`src/rtl/load_register_if.sv`:
```
// Bus bundle for load_register: data in, load enable, stored word out.
// load is a plain level enable with no ready path; a word is taken on every rising edge where load is high.
interface load_register_if #(
  parameter int WIDTH = 32
) ();
  logic [WIDTH-1:0] in;
  logic             load;
  logic [WIDTH-1:0] out;

  modport master (
    output in,
    output load,
    input  out
  );

  modport slave (
    input  in,
    input  load,
    output out
  );
endinterface

```
`src/rtl/load_register.sv`:
```
// WIDTH-bit storage register: per-bit hold/load select feeding a rising-edge flop,
// with an asynchronous active-low clear that overrides load.
module load_register #(
  parameter int WIDTH = 32
) (
  input  logic           clk,
  input  logic           rst_n,
  load_register_if.slave bus
);

  logic [WIDTH-1:0] q;
  logic [WIDTH-1:0] d;

  // One cell per bit: the mux recirculates q so that load = 0 holds the word.
  for (genvar i = 0; i < WIDTH; i++) begin : g_cell
    assign d[i] = bus.load ? bus.in[i] : q[i];
  end

  always_ff @(posedge clk or negedge rst_n) begin
    if (!rst_n) begin
      q <= '0;
    end else begin
      q <= d;
    end
  end

  assign bus.out = q;

endmodule

```
`src/flat_wrapper.sv`:
```
// flat-port wrapper written by rule: the top's interface ports become plain ports
module load_register_flat 
#(
  parameter int WIDTH = 32
)
  (clk, rst_n, bus_in, bus_load, bus_out);
  load_register_if #(.WIDTH(WIDTH)) bus_i ();
  input  logic clk;
  input  logic rst_n;
  input wire logic [$bits(bus_i.in)-1:0] bus_in;
  input wire logic [$bits(bus_i.load)-1:0] bus_load;
  output wire logic [$bits(bus_i.out)-1:0] bus_out;
  assign bus_i.in = bus_in;
  assign bus_i.load = bus_load;
  assign bus_out = bus_i.out;
  load_register #(.WIDTH(WIDTH)) u_core (.clk(clk), .rst_n(rst_n), .bus(bus_i));
endmodule
```
`config.mk`:
```
export PLATFORM = sky130hd
export DESIGN_NAME = load_register_flat
export DESIGN_NICKNAME = d
export VERILOG_FILES = /design/src/rtl/load_register_if.sv /design/src/rtl/load_register.sv /design/src/flat_wrapper.sv
export SDC_FILE = /design/constraint.sdc
export NUM_CORES = 1
export LEC_CHECK = 0
export ABC_AREA = 1
export BUFFER_PORTS_ARGS = -buffer_cell sky130_fd_sc_hd__buf_2
export CAP_MARGIN = 30
export CORE_MARGIN = 1.5
export CORE_UTILIZATION = 47
export DETAILED_ROUTE_END_ITERATION = 16
export PLACE_DENSITY = 0.83
export SLEW_MARGIN = 20
export SYNTH_ARGS = -nofsm -noshare
export SYNTH_HDL_FRONTEND = slang
export SYNTH_SLANG_ARGS = --single-unit
```
`constraint.sdc`:
```
create_clock -name clk -period 1.1 [get_ports clk]
set_input_delay 0.165 -clock clk [delete_from_list [all_inputs] [get_ports clk]]
set_output_delay 0.165 -clock clk [all_outputs]
set_load 0.05 [all_outputs]
```
==> results.cfg <==
[run_status]
outcome = finished, final reports clean

[clock_tree]
clkTransAtPathRegs_ns = 0.09
htreeDepth = 2
insertion_delay_ns = 0.32
cts_num_sinks = 32
numCtsBuffers = 5
root_buffer = clkbuf_4
clockBufferDepth = 2
cts_tree = yes

[routing]
drt_iter0_markers = 15
drt_wl_total_mm = 2.94
dr.pass1.iters = 4
drtAntennaViolNets = 0
drc_errors = 0
vias = 1143
post_drt_wl_per_cell_um = 11.9
viasPerCell = 4.63

[floorplanning]
start_util_pct = 50.8
num_rows = 18
ioPinCount = 67
core_um2 = 2540
dieHeight_um = 55.4
die_area_um2 = 3070
die_x_um = 55.4

[critical_path]
worstSetupPathDepth = 1
r2r_cells = 3
regToRegSetupSlack_ns = 0.33
critPathSlowestCell = dfrtp_1
r2r_end = u_core.bus.out[0]$_DFFE_PN0P_
slowest_delay_ns = 0.40
timing.rr.start = u_core.bus.out[0]$_DFFE_PN0P_
worstPathCellList = buf_4
endpoint = bus_out[6]
startpoint = u_core.bus.out[6]$_DFFE_PN0P_
start_kind = register
crit_family = flip-flops
path_buf_inv = 1
required_ns = 0.94
crit_path_max_fanout = 2
end_kind = output port
worstSetupPathType = reg -> out
arrival_ns = 0.92

[logic_synthesis]
synth_area_um2 = 1290
synth.area.top_cells = dfrtp_1, nand2_1, nand2_2
ys_top_cells_by_count = nand2_1, dfrtp_1, nand2_2
synth_warnings = 0
syn_inst = 136
synth_cell_types = 7
synth_nets = 171
synth-edff-count = 0
syn_area_per_cell_um2 = 9.50
synth.most_common_cell = nand2_1
synthFlopType = dfrtp_1
ys_async_sr_fraction_pct = 100
synth_seq_area_share_pct = 62.0
yosysTopAreaCellShare_pct = 62.0
yosys.area.top_type = dfrtp_1
ys_ff_latch = 32

[sta]
tightest_slew_ns = 0.361
rsz0062_at_grt = true
finalSetupViolCount = 0
fin_ws_ns = 0.0131
slew_headroom_pct = 75.9
fmax_mhz = 920
finalCritPeriodShare_pct = 98.8
min_period_ns = 1.09
hold_viol = 0
drv_slew = 0
skew_ns = 0
hold-worst-slack_ns = 0.0354

[flow_run]
maxCapViolCount = 0

[layout]
synthToLayoutAreaGrowth_pct = 50.0
multiInputGateArea_um2 = 385
nets = 251
nFillCells = 191
largest_reg_flops = 32
utilization_pct = 76.2
diodes = 0
stdcell_area_um2 = 1940
drive_gt1_share_pct = 45.2
register_area_um2 = 801

[grt]
grt_pass1_vias = 1072
grt_pass1_wl_mm = 4.60
grt_usage_pct = 19.1
antenna_found_initial = 0
grt_max_degree = 33
overflow = 0

[place]
dp_slack_ns = 0.231
port_buffers = 66
place_congestion = 0.723
placed_area_um2 = 1600
dp_hpwl_mm = 1.98

[power_and_ir_drop]
p_leak_nw = 1.11
power.density_nw_per_um2 = 1520
irDropWorstVdd_uv = 1170

[hold_path]
hold_class = in -> reg
[cells by family (layout without fill, tap and decap cells)]
kind of cell / count (synthesis) / count (layout) / share of synthesized area [%]
simple gates: 96 / 96 / 29.8
buf+inv: 8 / 89 / 8.23
flops: 32 / 32 / 62.0
[how the worst min path moves through the flow]
| stage | startpoint | to | slack, ns | cells past startpoint |
|---|---|---|---|---|
| 2_1_floorplan | rst_n | u_core.bus.out[0]$_DFFE_PN0P_ | -0.13 | 0 |
| 5_1_grt | bus_in[25] | u_core.bus.out[25]$_DFFE_PN0P_ | 0.02 | 3 |
| 3_3_place_gp | rst_n | u_core.bus.out[22]$_DFFE_PN0P_ | 0.09 | 1 |
| 6_report | bus_in[15] | u_core.bus.out[15]$_DFFE_PN0P_ | 0.04 | 3 |
| 4_1_cts | bus_in[9] | u_core.bus.out[9]$_DFFE_PN0P_ | 0.02 | 3 |
| 3_5_place_dp | rst_n | u_core.bus.out[26]$_DFFE_PN0P_ | 0.09 | 1 |
[layout make-up]
| class | instances | area share, % |
|---|---|---|
| Inverter | 1 | 0.581 |
| Timing Repair Buffer | 80 | 33.2 |
| Tap cell | 30 | 1.94 |
| Multi-Input combinational cell | 96 | 19.9 |
| Sequential cell | 32 | 41.3 |
| Clock inverter | 2 | 0.516 |
| Clock buffer | 6 | 2.65 |
[power breakdown]
group          internal, mW  switching [mW]  total [mW]
clock network         0.304           0.378       0.681
registers              1.28          0.0814        1.36
logic                 0.341           0.573       0.914
[worst reg2reg max path, cell delays in order, from the launching register on]
cell and delay (ns):
dfrtp_1 0.41, buf_4 0.14, nand2_2 0.05, nand2_1 0.06
[per-layer routing]
| layer | track usage (%) | share of wire (%) | vias to the layer above |
|---|---|---|---|
| met5 | 0 | 0 | - |
| met4 | 8.36 | 1.8 | 0 |
| met3 | 6.32 | 6.4 | 7 |
| met2 | 33.0 | 53 | 46 |
| met1 | 21.2 | 39 | 527 |
| li1 | - | - | 563 |
[cell usage in the layout (no fill, tap or decap)]
master / instances
clkinv_2: 2
inv_8: 1
buf_12: 1
buf_2: 34
clkbuf_4: 5
nand2_2: 10
nand2_1: 86
dfrtp_1: 32
buf_6: 30
buf_4: 14
clkbuf_8: 1
dlygate4sd3_1: 1
[timing repair]
| item | CTS | global route |
|---|---|---|
| resized for setup | 36 | 26 |
| hold endpoints to repair | 14 | 0 |
| buffers inserted | 0 | 10 |
| hold buffers | 1 | 0 |
| setup endpoints to repair | 32 | 31 |
[through the flow]
step                power [mW]  setup TNS [ns]  std cells
global placement          2.08               0        228
global route              3.10         -0.0636        247
floorplan                 1.89               0        136
detailed placement        2.10               0        228
CTS                       2.86               0        237
finish                    2.96               0        247
No activity file was read; power rests on OpenSTA's default activity.
